### src/rtl/pipe_ctrl_pkg.sv
// Shared types for the pipeline sequencer: dmem wait FSM states and the x0 register index.
// Latency: n/a (types only); backpressure: n/a.
package pipe_ctrl_pkg;

  typedef enum logic [1:0] {
    IDLE     = 2'd0,
    MEM_WAIT = 2'd1,
    ERR      = 2'd2
  } mem_st_e;

  localparam logic [4:0] REG_ZERO = 5'd0;

endpackage

### src/rtl/sat_counter.sv
// Saturating up-counter; sticks at all-ones instead of wrapping.
// Latency: count updates the cycle after en; backpressure: none, en sampled every cycle.
module sat_counter #(
  parameter int W = 32
) (
  input  logic         clk,
  input  logic         rst,
  input  logic         en,
  output logic [W-1:0] count
);

  logic [W-1:0] count_q;
  logic [W-1:0] count_d;

  always_comb begin
    count_d = count_q;
    if (en && (count_q != {W{1'b1}})) begin
      count_d = count_q + 1'b1;
    end
  end

  always_ff @(posedge clk or negedge rst) begin
    if (!rst) begin
      count_q <= '0;
    end else begin
      count_q <= count_d;
    end
  end

  assign count = count_q;

endmodule

### src/rtl/pipe_hazard_ctrl.sv
// Pipeline hold/bubble sequencer: load-use, taken-branch and dmem-wait hazards plus perf counters.
// Latency: stall/flush are same-cycle combinational; backpressure: dmem_ready_i low holds IF..EX.
module pipe_hazard_ctrl
  import pipe_ctrl_pkg::*;
#(
  parameter int MEM_TIMEOUT = 64,
  parameter int CNT_W       = 32
) (
  input  logic             clk,
  input  logic             rst,
  input  logic [4:0]       id_rs1_addr_i,
  input  logic [4:0]       id_rs2_addr_i,
  input  logic             id_rs1_used_i,
  input  logic             id_rs2_used_i,
  input  logic [4:0]       ex_rd_addr_i,
  input  logic             ex_mem_re_i,
  input  logic             ex_br_taken_i,
  input  logic             mem_req_i,
  input  logic             dmem_ready_i,
  output logic             stall_if_o,
  output logic             stall_id_o,
  output logic             stall_ex_o,
  output logic             flush_id_o,
  output logic             flush_ex_o,
  output logic             flush_wb_o,
  output logic             mem_err_o,
  output logic [CNT_W-1:0] stall_cnt_o,
  output logic [CNT_W-1:0] flush_cnt_o
);

  localparam int WAIT_W = (MEM_TIMEOUT > 1) ? $clog2(MEM_TIMEOUT) : 1;
  localparam logic [WAIT_W-1:0] WAIT_LAST = WAIT_W'(MEM_TIMEOUT - 1);

  mem_st_e           state_q, state_d;
  logic [WAIT_W-1:0] wait_cnt_q, wait_cnt_d;

  logic rs1_hit, rs2_hit, load_use, mem_stall;

  always_comb begin
    state_d    = state_q;
    wait_cnt_d = wait_cnt_q;
    case (state_q)
      IDLE: begin
        if (mem_req_i && !dmem_ready_i) begin
          state_d    = MEM_WAIT;
          wait_cnt_d = '0;
        end
      end
      MEM_WAIT: begin
        // Ready in the final allowed cycle still completes the access.
        if (dmem_ready_i) begin
          state_d = IDLE;
        end else if (wait_cnt_q == WAIT_LAST) begin
          state_d = ERR;
        end else begin
          wait_cnt_d = wait_cnt_q + 1'b1;
        end
      end
      ERR: begin
        state_d = ERR;
      end
      default: begin
        state_d = IDLE;
      end
    endcase
  end

  always_ff @(posedge clk or negedge rst) begin
    if (!rst) begin
      state_q    <= IDLE;
      wait_cnt_q <= '0;
    end else begin
      state_q    <= state_d;
      wait_cnt_q <= wait_cnt_d;
    end
  end

  always_comb begin
    rs1_hit   = id_rs1_used_i && (id_rs1_addr_i == ex_rd_addr_i);
    rs2_hit   = id_rs2_used_i && (id_rs2_addr_i == ex_rd_addr_i);
    load_use  = ex_mem_re_i && (ex_rd_addr_i != REG_ZERO) && (rs1_hit || rs2_hit);
    mem_stall = (state_q == IDLE && mem_req_i && !dmem_ready_i) ||
                (state_q == MEM_WAIT) || (state_q == ERR);
  end

  // Branch wins over load-use: the ID instruction is wrong-path and gets squashed anyway.
  always_comb begin
    stall_if_o = 1'b0;
    stall_id_o = 1'b0;
    stall_ex_o = 1'b0;
    flush_id_o = 1'b0;
    flush_ex_o = 1'b0;
    flush_wb_o = 1'b0;
    if (!rst) begin
      stall_if_o = 1'b0;
    end else if (mem_stall) begin
      stall_if_o = 1'b1;
      stall_id_o = 1'b1;
      stall_ex_o = 1'b1;
      flush_wb_o = 1'b1;
    end else if (ex_br_taken_i) begin
      flush_id_o = 1'b1;
      flush_ex_o = 1'b1;
    end else if (load_use) begin
      stall_if_o = 1'b1;
      flush_ex_o = 1'b1;
    end
  end

  assign mem_err_o = (state_q == ERR);

  sat_counter #(.W(CNT_W)) u_stall_cnt (
    .clk   (clk),
    .rst   (rst),
    .en    (stall_if_o),
    .count (stall_cnt_o)
  );

  sat_counter #(.W(CNT_W)) u_flush_cnt (
    .clk   (clk),
    .rst   (rst),
    .en    (flush_id_o | flush_ex_o),
    .count (flush_cnt_o)
  );

endmodule

### config.mk
export PLATFORM = sky130hd
export DESIGN_NAME = pipe_hazard_ctrl
export DESIGN_NICKNAME = d
export VERILOG_FILES = /design/src/rtl/pipe_ctrl_pkg.sv /design/src/rtl/sat_counter.sv /design/src/rtl/pipe_hazard_ctrl.sv
export SDC_FILE = /design/constraint.sdc
export NUM_CORES = 1
export LEC_CHECK = 0
export BUFFER_PORTS_ARGS = -buffer_cell sky130_fd_sc_hd__buf_2
export CELL_PAD_IN_SITES_DETAIL_PLACEMENT = 1
export CELL_PAD_IN_SITES_GLOBAL_PLACEMENT = 2
export CORE_MARGIN = 2
export CORE_UTILIZATION = 35
export DETAILED_ROUTE_END_ITERATION = 8
export GPL_TIMING_DRIVEN = 1
export PLACE_DENSITY_LB_ADDON = 0.3
export SETUP_SLACK_MARGIN = 0.1
export SYNTH_ARGS = -nofsm -noshare
export SYNTH_HDL_FRONTEND = slang
export SYNTH_SLANG_ARGS = --single-unit
### constraint.sdc
create_clock -name clk -period 4.25 [get_ports clk]
set_clock_uncertainty 0.2 [all_clocks]
set_input_delay 0.2125 -clock clk [delete_from_list [all_inputs] [get_ports clk]]
set_output_delay 0.2125 -clock clk [all_outputs]
set_load 0.01 [all_outputs]
==> summary.txt, run 1 <==
Die
  • Rows: 37
  • Die W: 106 um
  • CORE AREA: 0.0102 mm2
  • Die footprint: 0.0112 mm2
  • Die height: 106 um
  • Total I/O pin count: 94
  • Starting density of the core: 35.6%

Clocking
  • # H-tree levels: 3
  • Inserted Clock Buffers: 9
  • Clock sinks: 72
  • Clk buf depth: 2
  • Skew-Pair Late Insertion Delay: 340 ps
  • Clk slew on worst S/H paths: 80 ps
  • CTS tree: built
  • Root Driver: clkbuf_8

Logic synthesis
  • Synth Instances: 346
  • Syn Nets: 372
  • Post-synth EDFFs: 0
  • Synth warn: 0
  • Synth unique cells: 39
  • Post-Syn Area: 0.00363 mm2
  • Avg Cell Area, Syn: 10.5 um2
  • Yosys reg bits: 72
  • Synth Flop Type: dfrtp_1
  • Post-synthesis sequential area ratio: 49.7%
  • Post-synthesis async set-or-reset flop share: 100%

Place
  • Port bufs: 93
  • Dpl cell area: 0.00419 mm2
  • Final HPWL DP: 6650 um
  • Routability cong.: 0.778
  • Dpl ws: 1500 ps

Global route
  • Largest net degree at the start of global routing: 73
  • Initial antenna violation count: 0
  • All-Layer GR Usage: 17.5%
  • GRT overflow: 0
  • Global-route wire length before repair: 15600 um
  • Vias in the first global route: 3079

Setup path
  • R2R Path End: u_stall_cnt.count[9]
  • Critical path launch point type: primary input
  • Worst setup path class: primary input to register
  • Largest stage delay, worst path: 590 ps
  • Worst setup EP type: register
  • CP cell instances: dlygate4sd3_1, buf_2, nand2b_1, a21oi_1, nand2_1, o41ai_4, o21a_1, nand4_1, xnor2_1
  • Worst Reg2Reg Path Length in Cells: 7
  • R2R setup slack: 1700 ps
  • WP data required: 4270 ps
  • Worst-path fanout max: 17
  • Critical Path AT: 2600 ps
  • Reg-to-Reg Start: u_stall_cnt.count[10]
  • Slowest-stage cell, CP: o21a_1

Route
  • DRC marker count from the first detailed-route iteration: 83
  • Avg Vias per Cell: 4.98
  • DRT antenna net count: 0
  • Post-DR wirelength/cell: 15.7 um
  • DRC viols: 0
  • Pre-antenna DRT Iters: 4
  • WL final: 9170 um
  • Via count: 2899

Power and ir drop
  • Comb power frac: 15.3%
  • Switching power: 464 uW
  • Total power: 1.56 mW
  • Pwr Density: 356 mW/mm2
  • Maximum vdd drop: 0.192 mV
  • Register share of total power: 50.9%
  • Switch share: 29.7%
  • Clock Power Share: 33.9%
  • Lkg Pwr: 2.19 nW
  • P_int: 1.10 mW

STA
  • Peak Freq: 0.387 GHz
  • Least-Margin Pin Slew: 966 ps
  • # setup viols final: 0
  • Setup TNS: 0 ps
  • Hold Vio Cnt, Final: 15
  • RSZ-0062 raised after global routing: false
  • Rel. slew slack: 35.1%
  • Fin crit share: 60.8%
  • Hold WS: -12.1 ps
  • Final slew viol count: 0
  • Min cycle time layout: 2580 ps
  • Final worst slack: 1670 ps

Finish
  • Share of layout cells above drive strength 1: 26.5%
  • FF/Latch Area: 0.00180 mm2
  • # nets final: 468
  • # fillers: 1197
  • Design Area, Final: 0.00438 mm2
  • N_diodes: 0
  • Area Growth Syn to Fin: 20.7%
  • Multi-input gate area: 0.00171 mm2

Run status
  • Outcome: complete, but fails checks
  • Failing checks: negative hold slack

Flow run
  • Maxcap violations: 0

Worst hold path
  • Hold Path Class: primary input to asynchronous set/reset pin
[Yosys cell counts, types with 3 or more instances]
| master | count | area, um2 |
|---|---|---|
| and2_1 | 6 | 37.5 |
| and3_1 | 13 | 81.3 |
| and4_1 | 3 | 26.3 |
| buf_4 | 3 | 22.5 |
| buf_6 | 5 | 56.3 |
| dfrtp_1 | 72 | 1800 |
| ha_1 | 3 | 37.5 |
| inv_1 | 8 | 30.0 |
| nand2_1 | 33 | 124 |
| nand3_1 | 24 | 120 |
| nand4_1 | 32 | 200 |
| nor2_1 | 23 | 86.3 |
| nor2b_1 | 3 | 18.8 |
| nor3_1 | 11 | 55.1 |
| nor4_1 | 4 | 25.0 |
| xnor2_1 | 53 | 464 |
| xor2_1 | 23 | 201 |
[per-stage QoR]
step,cells,utilization [%]
3_3_place_gp,566,41.1
5_1_grt,582,43.0
3_5_place_dp,566,41.1
2_1_floorplan,346,-
4_1_cts,582,43.0
6_report,582,43.0
[power groups by stage]
stage,Combinational [mW],Clock [mW],Sequential (mW)
5_1_grt,0.269,0.590,0.806
4_1_cts,0.246,0.553,0.796
2_1_floorplan,0.117,0,0.817
6_report,0.238,0.529,0.794
3_5_place_dp,0.245,0,0.809
3_3_place_gp,0.240,0,0.802
[cell type report]
cell class	instances	share of cell area, %
clock inverter	6	1.40
timing repair buffer	95	11.0
clock buffer	9	2.83
sequential	72	41.1
multi-input combinational	256	39.0
inverter	8	0.686
tap	136	3.88
[state kept, by name, summed over array words and instances (netlist names)]
| name | count |
|---|---|
| u_flush_cnt.count | 32 |
| u_stall_cnt.count | 32 |
| wait_cnt_q | 6 |
| state_q | 2 |
[worst max path at each step]
stage / from / endpoint / slack, ps / depth (start not counted)
floorplan: u_flush_cnt.count[0] / u_flush_cnt.count[12] / 1980 / 10
global placement: ex_rd_addr_i[1] / u_stall_cnt.count[15] / 1540 / 8
detailed placement: ex_rd_addr_i[0] / u_stall_cnt.count[4] / 1500 / 8
CTS: dmem_ready_i / u_stall_cnt.count[9] / 1630 / 9
global route: dmem_ready_i / u_stall_cnt.count[22] / 1400 / 9
finish: dmem_ready_i / u_stall_cnt.count[9] / 1670 / 9
[metal layers]
layer  global-route usage [%]  vias up  part of all wire (%)
met5                        0        -                     0
met3                     4.21        4                   5.7
met2                     27.3       81                    46
li1                         -     1384                     -
met1                     24.5     1430                    48
met4                     4.51        0                  0.68
[repair_timing]
action	in CTS	in global routing
gates resized for setup	0	0
buffers inserted	0	0
endpoints found under the hold margin	1	0
hold buffers	1	0
[kinds of logic (layout without fill, tap and decap cells)]
family | after synthesis | in the layout | synth area share, %
AO/OA/AOI/OAI | 14 | 14 | 3.55
adder cells (fa/ha/maj) | 3 | 3 | 1.03
XOR/XNOR | 76 | 76 | 18.3
buffers and inverters | 18 | 118 | 3.21
multiplexers | 2 | 2 | 0.586
AND/OR/NAND/NOR | 161 | 161 | 23.6
flip-flops | 72 | 72 | 49.7
[placed cells by master (no fill, tap or decap), types with 6 or more instances in the layout]
cell type / n
nand3_1: 24
xor2_1: 23
xnor2_1: 53
nand4_1: 32
and3_1: 13
clkbuf_8: 9
inv_1: 8
nor3_1: 11
dfrtp_1: 72
and2_1: 6
buf_2: 93
nor2_1: 23
nand2_1: 33
[critical path, delay by kind of cell]
kind / cells / cell delay [ps]
compound gates: 3 / 1000
buf+inv: 2 / 650
simple gates: 3 / 550
xor+xnor: 1 / 170
No activity file was read; power rests on OpenSTA's default activity.
==> inputs of run 2 (changes only) <==
- ABC_AREA: default -> 1
- CORE_UTILIZATION: 35 -> 30
- clock period: 4.25 -> 2.45 ns (I/O delays scaled with it)
==> run 2 against run 1 <==
Compared with the run above:
- worst setup slack got worse by 1400 ps
- synthesized area up 38%
- sequential cell count stayed put
- wire length rose by 95%
- design area grew 40%
- clock-buffer cell count is 2 higher
- highest routed layer unchanged
- largest power group unchanged
- clock power increased to 2.5 times the previous value
- critical endpoint is now u_flush_cnt.count[24]
- the flow still finishes with violations (negative hold slack)
- via count up 87%
- die area is 58% higher
- non-clock buffer count grew 21
- total power is 130% higher
==> summary.txt, run 2 <==
Run status
  • Outcome: complete, but fails checks
  • Failing checks: negative hold slack

Logic synthesis
  • Synth warn: 0
  • Post-synthesis async set-or-reset flop share: 100%
  • Most instantiated cells after synthesis: 325 x nand2_1, 94 x nand3_1, 90 x nor2_1
  • Most common cell in the synthesized netlist: nand2_1
  • Synth unique cells: 28
  • Post-Syn Area: 0.00501 mm2
  • Synth top area cells: dfrtp_1 36%, nand2_1 24%, nand3_1 9.4%
  • Avg Cell Area, Syn: 6.47 um2
  • Post-synthesis sequential area ratio: 36.0%
  • Yosys top cell by area: dfrtp_1
  • Synth Instances: 774
  • Syn Nets: 800
  • Yosys reg bits: 72
  • Synth Flop Type: dfrtp_1
  • Post-synth EDFFs: 0
  • Yosys top cell area share: 36.0%

Finish
  • Multi-input gate area: 0.00285 mm2
  • Fin cells: 1105
  • Area Growth Syn to Fin: 22.5%
  • Commonest non-fill, non-tap cell in the layout: nand2_1
  • N_diodes: 0
  • Share of layout cells above drive strength 1: 16.5%
  • # nets final: 907
  • FF/Latch Area: 0.00180 mm2
  • Commonest non-fill, non-tap cells in the layout: 324 x nand2_1, 93 x nand3_1, 92 x buf_2, 89 x nor2_1, 72 x dfrtp_1
  • # fillers: 2194

Power and ir drop
  • Switching power: 1.21 mW
  • Pwr Density: 584 mW/mm2
  • P_int: 2.37 mW
  • Switch share: 33.7%
  • Clock Power Share: 37.3%
  • Register share of total power: 39.2%
  • Lkg Pwr: 3.28 nW
  • Total power: 3.58 mW
  • Maximum vdd drop: 0.339 mV
  • Comb power frac: 23.5%

Clocking
  • Clock sinks: 72
  • Root Driver: clkbuf_16
  • CTS tree: built
  • Inserted Clock Buffers: 9
  • Clk slew on worst S/H paths: 60 ps
  • Skew-Pair Late Insertion Delay: 350 ps
  • # H-tree levels: 3
  • Clk buf depth: 2

STA
  • Hold Vio Cnt, Final: 2
  • Fin crit share: 90.9%
  • Min cycle time layout: 2230 ps
  • Least-Margin Pin Slew: 978 ps
  • Setup TNS: 0 ps
  • Rel. slew slack: 34.8%
  • Hold WS: -15.3 ps
  • RSZ-0062 raised after global routing: true
  • Peak Freq: 0.449 GHz
  • Final slew viol count: 0
  • # setup viols final: 0

Place
  • Final HPWL DP: 13800 um
  • Routability cong.: 0.888
  • Placed insts: 1088
  • Port bufs: 93

Route
  • DRC marker count from the first detailed-route iteration: 162
  • DRT antenna net count: 0
  • Pre-antenna DRT Iters: 5
  • Post-DR wirelength/cell: 16.2 um
  • Via count: 5412
  • DRC viols: 0
  • WL final: 17900 um
  • Avg Vias per Cell: 4.90

Setup path
  • CP cell instances: ha_2, nand2_1, nor2_4, buf_4, nand3_2, nor2_4, nand4_1, nor2_1, nand2_1, nand2_1, nand2_1
  • Worst setup path class: register to register
  • Critical Path AT: 2260 ps
  • Largest stage delay, worst path: 450 ps
  • Worst-path fanout max: 6
  • Critical path launch point type: register
  • Most frequent CP cell: nand2_1
  • Crit path max-delay family: simple AND/OR/NAND/NOR gates
  • Slowest-stage cell, CP: dfrtp_1
  • WP data required: 2490 ps
  • Bufs and invs on worst path: 1
  • Worst setup EP type: register

Die
  • CORE AREA: 0.0165 mm2
  • Die height: 133 um
  • Starting density of the core: 30.4%
  • Die W: 133 um
  • Die footprint: 0.0177 mm2
  • Total I/O pin count: 94
  • Rows: 47

Global route
  • Global-route wire length before repair: 29800 um
  • Largest net degree at the start of global routing: 73
  • Vias in the first global route: 5876
  • GRT overflow: 0
  • Initial antenna violation count: 0
  • All-Layer GR Usage: 21.3%

Worst hold path
  • Hold Path Class: primary input to register

Flow run
  • Maxcap violations: 0
## run 2: changes by cell type in the layout (fill, tap and decap cells not counted), sizes merged, moves of 7 or more
cell / before / now
nor3: 11 / 21
and2: 7 / 0
buf: 94 / 114
xnor2: 53 / 12
nand3: 24 / 98
inv: 8 / 68
and3: 14 / 0
nand4: 32 / 12
nor2: 23 / 93
nand2: 33 / 328
nand3b: 0 / 9
## run 2: repair_timing
action,in CTS,in global routing
endpoints found under the setup margin,0,30
gates resized for setup,0,8
endpoints found under the hold margin,73,0
setup buffers,0,0
hold buffers,2,0
## run 2: kinds of logic (layout without fill, tap and decap cells)
| kind of cell | Yosys count | count (layout) | synth area share [%] |
|---|---|---|---|
| AO/OA/AOI/OAI | 10 | 10 | 1.05 |
| XOR/XNOR | 38 | 38 | 6.65 |
| AND/OR/NAND/NOR | 563 | 563 | 47.9 |
| buffers and inverters | 88 | 199 | 7.67 |
| flip-flops | 72 | 72 | 36.0 |
| adder cells (fa/ha/maj) | 3 | 3 | 0.750 |
## run 2: metal layers
metal / part of all wire, % / global-route usage (%) / up-vias
met5: 0 / 0 / -
met4: 2.4 / 7.62 / 0
met3: 2.9 / 3.84 / 31
met2: 53 / 39.4 / 81
met1: 42 / 24.5 / 2665
li1: - / - / 2635
## run 2: power groups by stage
stage | logic, mW | registers, mW | clock network, mW
after detailed placement | 0.838 | 1.43 | 0
after global placement | 0.806 | 1.42 | 0
after floorplan | 0.489 | 1.43 | 0
after CTS | 0.843 | 1.41 | 1.38
after global routing | 0.947 | 1.42 | 1.43
final | 0.841 | 1.41 | 1.34
## run 2: worst min-delay path, delay by kind of cell
kind	cells	cell delay (ps)
simple gates	3	280
buf+inv	1	90
## run 2: stage by stage
step,util [%],instance area (um2),setup slack [ps]
floorplan,-,5010,432
global placement,35.2,5790,139
detailed placement,35.2,5790,143
CTS,37.0,6100,110
global route,37.2,6130,19.0
finish,37.2,6130,224
## run 2: layout make-up
class | instances | area share (%)
Clock buffer | 11 | 3.96
Clock inverter | 4 | 0.735
Inverter | 68 | 4.16
Multi-Input combinational cell | 614 | 46.4
Sequential cell | 72 | 29.4
Tap cell | 220 | 4.49
Timing Repair Buffer | 116 | 10.9
## run 2: path summary, 6_finish.rpt
| path | depth (start not counted) | slack (ps) | from | endpoint |
|---|---|---|---|---|
| max reg2reg | 11 | 220 | u_flush_cnt.count[0] | u_flush_cnt.count[24] |
| min | 4 | -20 | mem_req_i | wait_cnt_q[3] |
| min reg2reg | 1 | 330 | wait_cnt_q[0] | wait_cnt_q[0] |
| min in group asynchronous | 3 | 420 | rst | u_flush_cnt.count[6] |
| max | 11 | 220 | u_flush_cnt.count[0] | u_flush_cnt.count[24] |
| max in group asynchronous | 3 | 980 | rst | u_flush_cnt.count[7] |
